==> config.mk <==
export PLATFORM = sky130hd
export DESIGN_NAME = ad_timebase_ctrl
export DESIGN_NICKNAME = d
export VERILOG_FILES = /design/src/rtl/ad_timebase_ctrl.sv
export SDC_FILE = /design/constraint.sdc
export NUM_CORES = 1
export LEC_CHECK = 0
export ABC_CLOCK_PERIOD_IN_PS = 5730
export BUFFER_PORTS_ARGS = -buffer_cell sky130_fd_sc_hd__buf_2
export CAP_MARGIN = 20
export CORE_MARGIN = 2
export CORE_UTILIZATION = 36
export CTS_CLUSTER_SIZE = 8
export DETAILED_ROUTE_END_ITERATION = 8
export GPL_TIMING_DRIVEN = 0
export HOLD_SLACK_MARGIN = 0.15
export PLACE_DENSITY = 0.62
export SLEW_MARGIN = 10
export SYNTH_ARGS = -nofsm -noshare
export SYNTH_HDL_FRONTEND = slang
export SYNTH_SLANG_ARGS = --single-unit
export TNS_END_PERCENT = 100
==> constraint.sdc <==
create_clock -name sys_clk -period 5.73 [get_ports sys_clk]
set_input_delay 0.573 -clock sys_clk [delete_from_list [all_inputs] [get_ports sys_clk]]
set_output_delay 0.573 -clock sys_clk [all_outputs]
set_load 0.01 [all_outputs]
==> src/rtl/ad_timebase_ctrl.sv <==
// ad_timebase_ctrl
// Timebase source for the AD sample-clock selector. It does three things:
//   - divides sys_clk into five 50%-duty sample clocks,
//   - debounces the front-panel up/down keys and converts each press into a
//     one-hot EN select code,
//   - pulses switch_pulse for one cycle whenever the timebase changes.
//
// Ports:
//   sys_clk      in   1  system clock, rising edge
//   rst          in   1  synchronous reset, active-high
//   key_up       in   1  raw asynchronous key; selects a faster timebase
//   key_down     in   1  raw asynchronous key; selects a slower timebase
//   AD_clk       out  5  divided clocks; bit k toggles every DIVk cycles
//   EN           out  8  one-hot select, 8'b1 << (sel_idx+1)
//   sel_idx      out  3  current timebase index, 0..4
//   switch_pulse out  1  one-cycle pulse in the cycle EN changes
//
// Optional feature: define AD_TB_AUTOREPEAT_EN to get key auto-repeat. While a
// debounced key stays high, a further step is issued every REPEAT_CYCLES cycles.
module ad_timebase_ctrl #(
    parameter int DEB_CNT       = 1_000_000,
    parameter int DIV0          = 1,
    parameter int DIV1          = 5,
    parameter int DIV2          = 50,
    parameter int DIV3          = 500,
    parameter int DIV4          = 5000,
    parameter int DEFAULT_SEL   = 4,
    parameter int REPEAT_CYCLES = 50_000_000
) (
    input  logic       sys_clk,
    input  logic       rst,
    input  logic       key_up,
    input  logic       key_down,
    output logic [4:0] AD_clk,
    output logic [7:0] EN,
    output logic [2:0] sel_idx,
    output logic       switch_pulse
);

    localparam int DW = $clog2(DEB_CNT + 1);
    localparam int DIVS [5] = '{DIV0, DIV1, DIV2, DIV3, DIV4};

    // Index 0 = up, index 1 = down.
    logic [1:0] keys;
    assign keys = {key_down, key_up};

    logic [1:0]         sync1_q, sync1_d, sync2_q, sync2_d;
    logic [1:0]         deb_q, deb_d, deb_dly_q, deb_dly_d;
    logic [1:0][DW-1:0] deb_cnt_q, deb_cnt_d;
    logic [1:0]         req;

    logic [2:0] sel_q, sel_d;
    logic [7:0] en_q, en_d;
    logic       switch_q, switch_d;
    logic       change;

`ifdef AD_TB_AUTOREPEAT_EN
    localparam int RW = $clog2(REPEAT_CYCLES + 1);
    logic [1:0][RW-1:0] rpt_cnt_q, rpt_cnt_d;
`endif

    // Key path: synchronizer, debounce, edge detect. The debounce counter
    // only runs while the synced level disagrees with the accepted state, so
    // any bounce back to the accepted level restarts the qualification window.
    always_comb begin
        sync1_d   = keys;
        sync2_d   = sync1_q;
        deb_d     = deb_q;
        deb_dly_d = deb_q;
        deb_cnt_d = '0;
        for (int i = 0; i < 2; i++) begin
            if (sync2_q[i] != deb_q[i]) begin
                if (deb_cnt_q[i] == DW'(DEB_CNT - 1))
                    deb_d[i] = sync2_q[i];
                else
                    deb_cnt_d[i] = deb_cnt_q[i] + 1'b1;
            end
        end
        req = deb_q & ~deb_dly_q;
`ifdef AD_TB_AUTOREPEAT_EN
        // Counting starts the cycle after the press request, so repeats land
        // exactly REPEAT_CYCLES, 2*REPEAT_CYCLES, ... after the first step.
        rpt_cnt_d = '0;
        for (int i = 0; i < 2; i++) begin
            if (deb_q[i] && deb_dly_q[i]) begin
                if (rpt_cnt_q[i] == RW'(REPEAT_CYCLES - 1))
                    req[i] = 1'b1;
                else
                    rpt_cnt_d[i] = rpt_cnt_q[i] + 1'b1;
            end
        end
`endif
    end

    // Step resolution: simultaneous up/down cancel; saturated steps do nothing.
    always_comb begin
        sel_d  = sel_q;
        change = 1'b0;
        if (req[0] && !req[1] && sel_q != 3'd0) begin
            sel_d  = sel_q - 3'd1;
            change = 1'b1;
        end else if (req[1] && !req[0] && sel_q != 3'd4) begin
            sel_d  = sel_q + 3'd1;
            change = 1'b1;
        end
        en_d     = 8'd1 << (sel_d + 3'd1);
        switch_d = change;
    end

    always_ff @(posedge sys_clk) begin
        if (rst) begin
            sync1_q   <= '0;
            sync2_q   <= '0;
            deb_q     <= '0;
            deb_dly_q <= '0;
            deb_cnt_q <= '0;
            sel_q     <= 3'(DEFAULT_SEL);
            en_q      <= 8'd1 << (DEFAULT_SEL + 1);
            switch_q  <= 1'b0;
        end else begin
            sync1_q   <= sync1_d;
            sync2_q   <= sync2_d;
            deb_q     <= deb_d;
            deb_dly_q <= deb_dly_d;
            deb_cnt_q <= deb_cnt_d;
            sel_q     <= sel_d;
            en_q      <= en_d;
            switch_q  <= switch_d;
        end
    end

`ifdef AD_TB_AUTOREPEAT_EN
    always_ff @(posedge sys_clk) begin
        if (rst) rpt_cnt_q <= '0;
        else     rpt_cnt_q <= rpt_cnt_d;
    end
`endif

    // Dividers. A timebase change restarts every divider so the newly
    // selected clock begins low with a full half-period.
    logic [4:0] ad_clk_q, ad_clk_d;

    for (genvar k = 0; k < 5; k++) begin : g_div
        localparam int DIV = DIVS[k];
        localparam int CW  = $clog2(DIV + 1);

        logic [CW-1:0] cnt_q, cnt_d;

        always_comb begin
            cnt_d       = cnt_q + 1'b1;
            ad_clk_d[k] = ad_clk_q[k];
            if (cnt_q == CW'(DIV - 1)) begin
                cnt_d       = '0;
                ad_clk_d[k] = ~ad_clk_q[k];
            end
            if (change) begin
                cnt_d       = '0;
                ad_clk_d[k] = 1'b0;
            end
        end

        always_ff @(posedge sys_clk) begin
            if (rst) begin
                cnt_q       <= '0;
                ad_clk_q[k] <= 1'b0;
            end else begin
                cnt_q       <= cnt_d;
                ad_clk_q[k] <= ad_clk_d[k];
            end
        end
    end

    assign AD_clk       = ad_clk_q;
    assign EN           = en_q;
    assign sel_idx      = sel_q;
    assign switch_pulse = switch_q;

endmodule
==> out/results.tsv <==
metric	value	unit
Post-Route WL	6.655	mm
Cells after DPL	589	
R2R depth	7	
Non-Filler Instances	605	
total number of vias	2821	
Setup CP Type	flop to flop	
hold path depth	2	
port bufs	20	
Final period util	38.95	%
Seq/Total Area, Yosys	48.38	%
top achievable clock speed	448.1	MHz
top_reg_cell synth	dfxtp_1	
most common cell in the netlist	dfxtp_1	
hold endpoint	sync1_q[1]	
Pre-antenna DRT Iters	4	
CTS tree	done	
Initial Utilization	37.03	%
worst r2r dst	EN[4]	
HP Start	key_down	
top cell type by total area after synthesis	dfxtp_1	
cell at the root of the clock tree	clkbuf_8	
reg2reg setup slack	3.50	ns
Syn. warnings	0	
share of layout cells above drive strength 1	11.40	%
outcome	completed	
clock buffer depth	2	
Syn Nets	444	
DIE WIDTH	109.6	um
Core Area	10840	um^2
Worst path max stage delay	0.52	ns
RSZ-0062 raised after global routing	no	
Filler cells	1104	
post-synth top area share	48.38	%
Synth cell types	44	
CP Data Arrival Time	2.50	ns
async set or reset register ratio after synthesis	0	%
Synth Register Bits	97	
Mapped Area	4014	um^2
Worst setup SP type	flop	
Row Count	38	
vias in the first global route	2618	
cts repair resizes	0	
RePlAce Congestion	0.7145	
Diodes inserted	0	
Initial DRC Count	150	
via/cell ratio	4.663	
area delta synth->final	11.38	%
CP startpoint	sel_idx[0]	
hold_buf cts	0	
drt wl/cell	11.00	um
first-pass GRT wire length	11.54	mm
CP max-delay cell	xnor2_1	
Leakage	1.627	nW
worst hold path type	input port to flop	
fin. max-slew vios	0	
pre-CTS setup slack	3.535	ns
CP max FO	8	
Slew headroom	44.74	%
synth top area cells	dfxtp_1, xor2_1, nor2_1	
critical path, cell by cell	inv_1 > ha_1 > nand2b_4 > and3_4 > a22o_1 > xnor2_1 > nor4b_1	
total negative slack	0	ns
DRC viols	0	
Hold WS	0.4152	ns
FF-to-FF Start	sel_idx[0]	
Tightest Pin Transition	0.8213	ns
leading cell types by count after synthesis	dfxtp_1, nor2_1, xor2_1	
die area	12010	um^2
PnR worst setup slack	3.498	ns
DRT antenna net count	0	
Max Cap Viol	0	
setup violators final	0	
final hold vios	0	
postcts setup bufs	0	
post-DP HPWL	4.585	mm
Post-synth EDFFs	0	
Clock transition at path regs	0.09	ns
PD cells	264.4	nW/um^2
total grt overflow	0	
Total Routing Usage GR	12.18	%
Avg Inst Size Synth	9.356	um^2
Final Skew	0.01254	ns
H-tree Lvls	3	
initial antenna violation count	0	
Sink Count	97	
crit path time final	2.232	ns
CTS Buf Count	9	
worst skew pair latency	0.37	ns
DIE HEIGHT	109.6	um
Ports	21	
Peak VDD IR	161.2	uV
CP required	6.00	ns
Synth Instances	429	
final net count	475	
largest net degree at the start of global routing	17	
CP endpoint kind	flop	
==> worst max-delay path: cells and delay by family (launching register included) <==
| family | cells | cell delay, ns |
|---|---|---|
| xor gates and xnor gates | 1 | 0.52 |
| buffers and inverters | 1 | 0.13 |
| AOI/OAI and AO/OA | 1 | 0.26 |
| DFF | 1 | 0.41 |
| adders and majority gates | 1 | 0.28 |
| and+or+nand+nor | 3 | 0.54 |
==> state kept, by name, summed over array words and instances (netlist names) <==
register,count
AD_clk,5
EN,8
deb_cnt_q,40
deb_dly_d,2
deb_dly_q,2
g_div.cnt_q,32
sel_idx,3
switch_pulse,1
sync1_q,2
sync2_q,2
==> cells in the final DEF (no fill, tap or decap), types with 13 or more instances in the layout <==
| cell | instances |
|---|---|
| nand2_1 | 24 |
| xor2_1 | 38 |
| nand3_1 | 27 |
| nand4_1 | 13 |
| xnor2_1 | 29 |
| dfxtp_1 | 97 |
| buf_2 | 20 |
| nor2_1 | 84 |
==> layer usage <==
| layer | global-route usage, % | vias to the layer above | share of wire (%) |
|---|---|---|---|
| li1 | - | 1492 | - |
| met1 | 15.90 | 1287 | 52 |
| met2 | 18.21 | 32 | 43 |
| met3 | 3.438 | 10 | 3.4 |
| met4 | 6.420 | 0 | 2.1 |
| met5 | 0 | - | 0 |
==> final cells by class <==
| class | instances | area (um^2) | area share (%) |
|---|---|---|---|
| sequential | 97 | 1942 | 43.44 |
| multi-input combinational | 313 | 1978 | 44.25 |
| timing repair buffer | 20 | 100.1 | 2.239 |
| inverter | 11 | 41.29 | 0.9236 |
| buffer | 8 | 52.55 | 1.175 |
| clock inverter | 4 | 36.28 | 0.8116 |
| clock buffer | 12 | 145.1 | 3.247 |
| tap | 140 | 175.2 | 3.918 |
==> metrics by stage <==
| step | util (%) | power, mW | instance area [um^2] |
|---|---|---|---|
| global route | 41.24 | 1.239 | 4471 |
| detailed placement | 39.57 | 0.7773 | 4289 |
| global placement | 39.57 | 0.7743 | 4289 |
| CTS | 41.24 | 1.200 | 4471 |
| floorplan | - | 0.7586 | 4014 |
| finish | 41.24 | 1.182 | 4471 |
==> how the worst max path moves through the flow <==
stage	end	cells past startpoint
floorplan	g_div[3].cnt_q[4]	9
global placement	EN[2]	7
detailed placement	EN[4]	7
CTS	EN[4]	7
global route	EN[4]	7
finish	EN[4]	7
==> kinds of logic (layout without fill, tap and decap cells) <==
logic type / Yosys count / in the layout / share of synthesized area, %
simple gates: 220 / 220 / 28.43
flops: 97 / 97 / 48.38
xor+xnor: 67 / 67 / 14.62
buf+inv: 19 / 55 / 2.338
fa+ha+maj: 11 / 11 / 3.429
compound gates: 11 / 11 / 1.964
mux: 3 / 3 / 0.7482
other cells: 1 / 1 / 0.09343
==> power breakdown <==
group	internal, mW	total [mW]	switching [mW]
Clock	0.176	0.421	0.245
Combinational	0.0262	0.0622	0.0360
Sequential	0.688	0.699	0.0104
(Power assumes the default switching activity.)
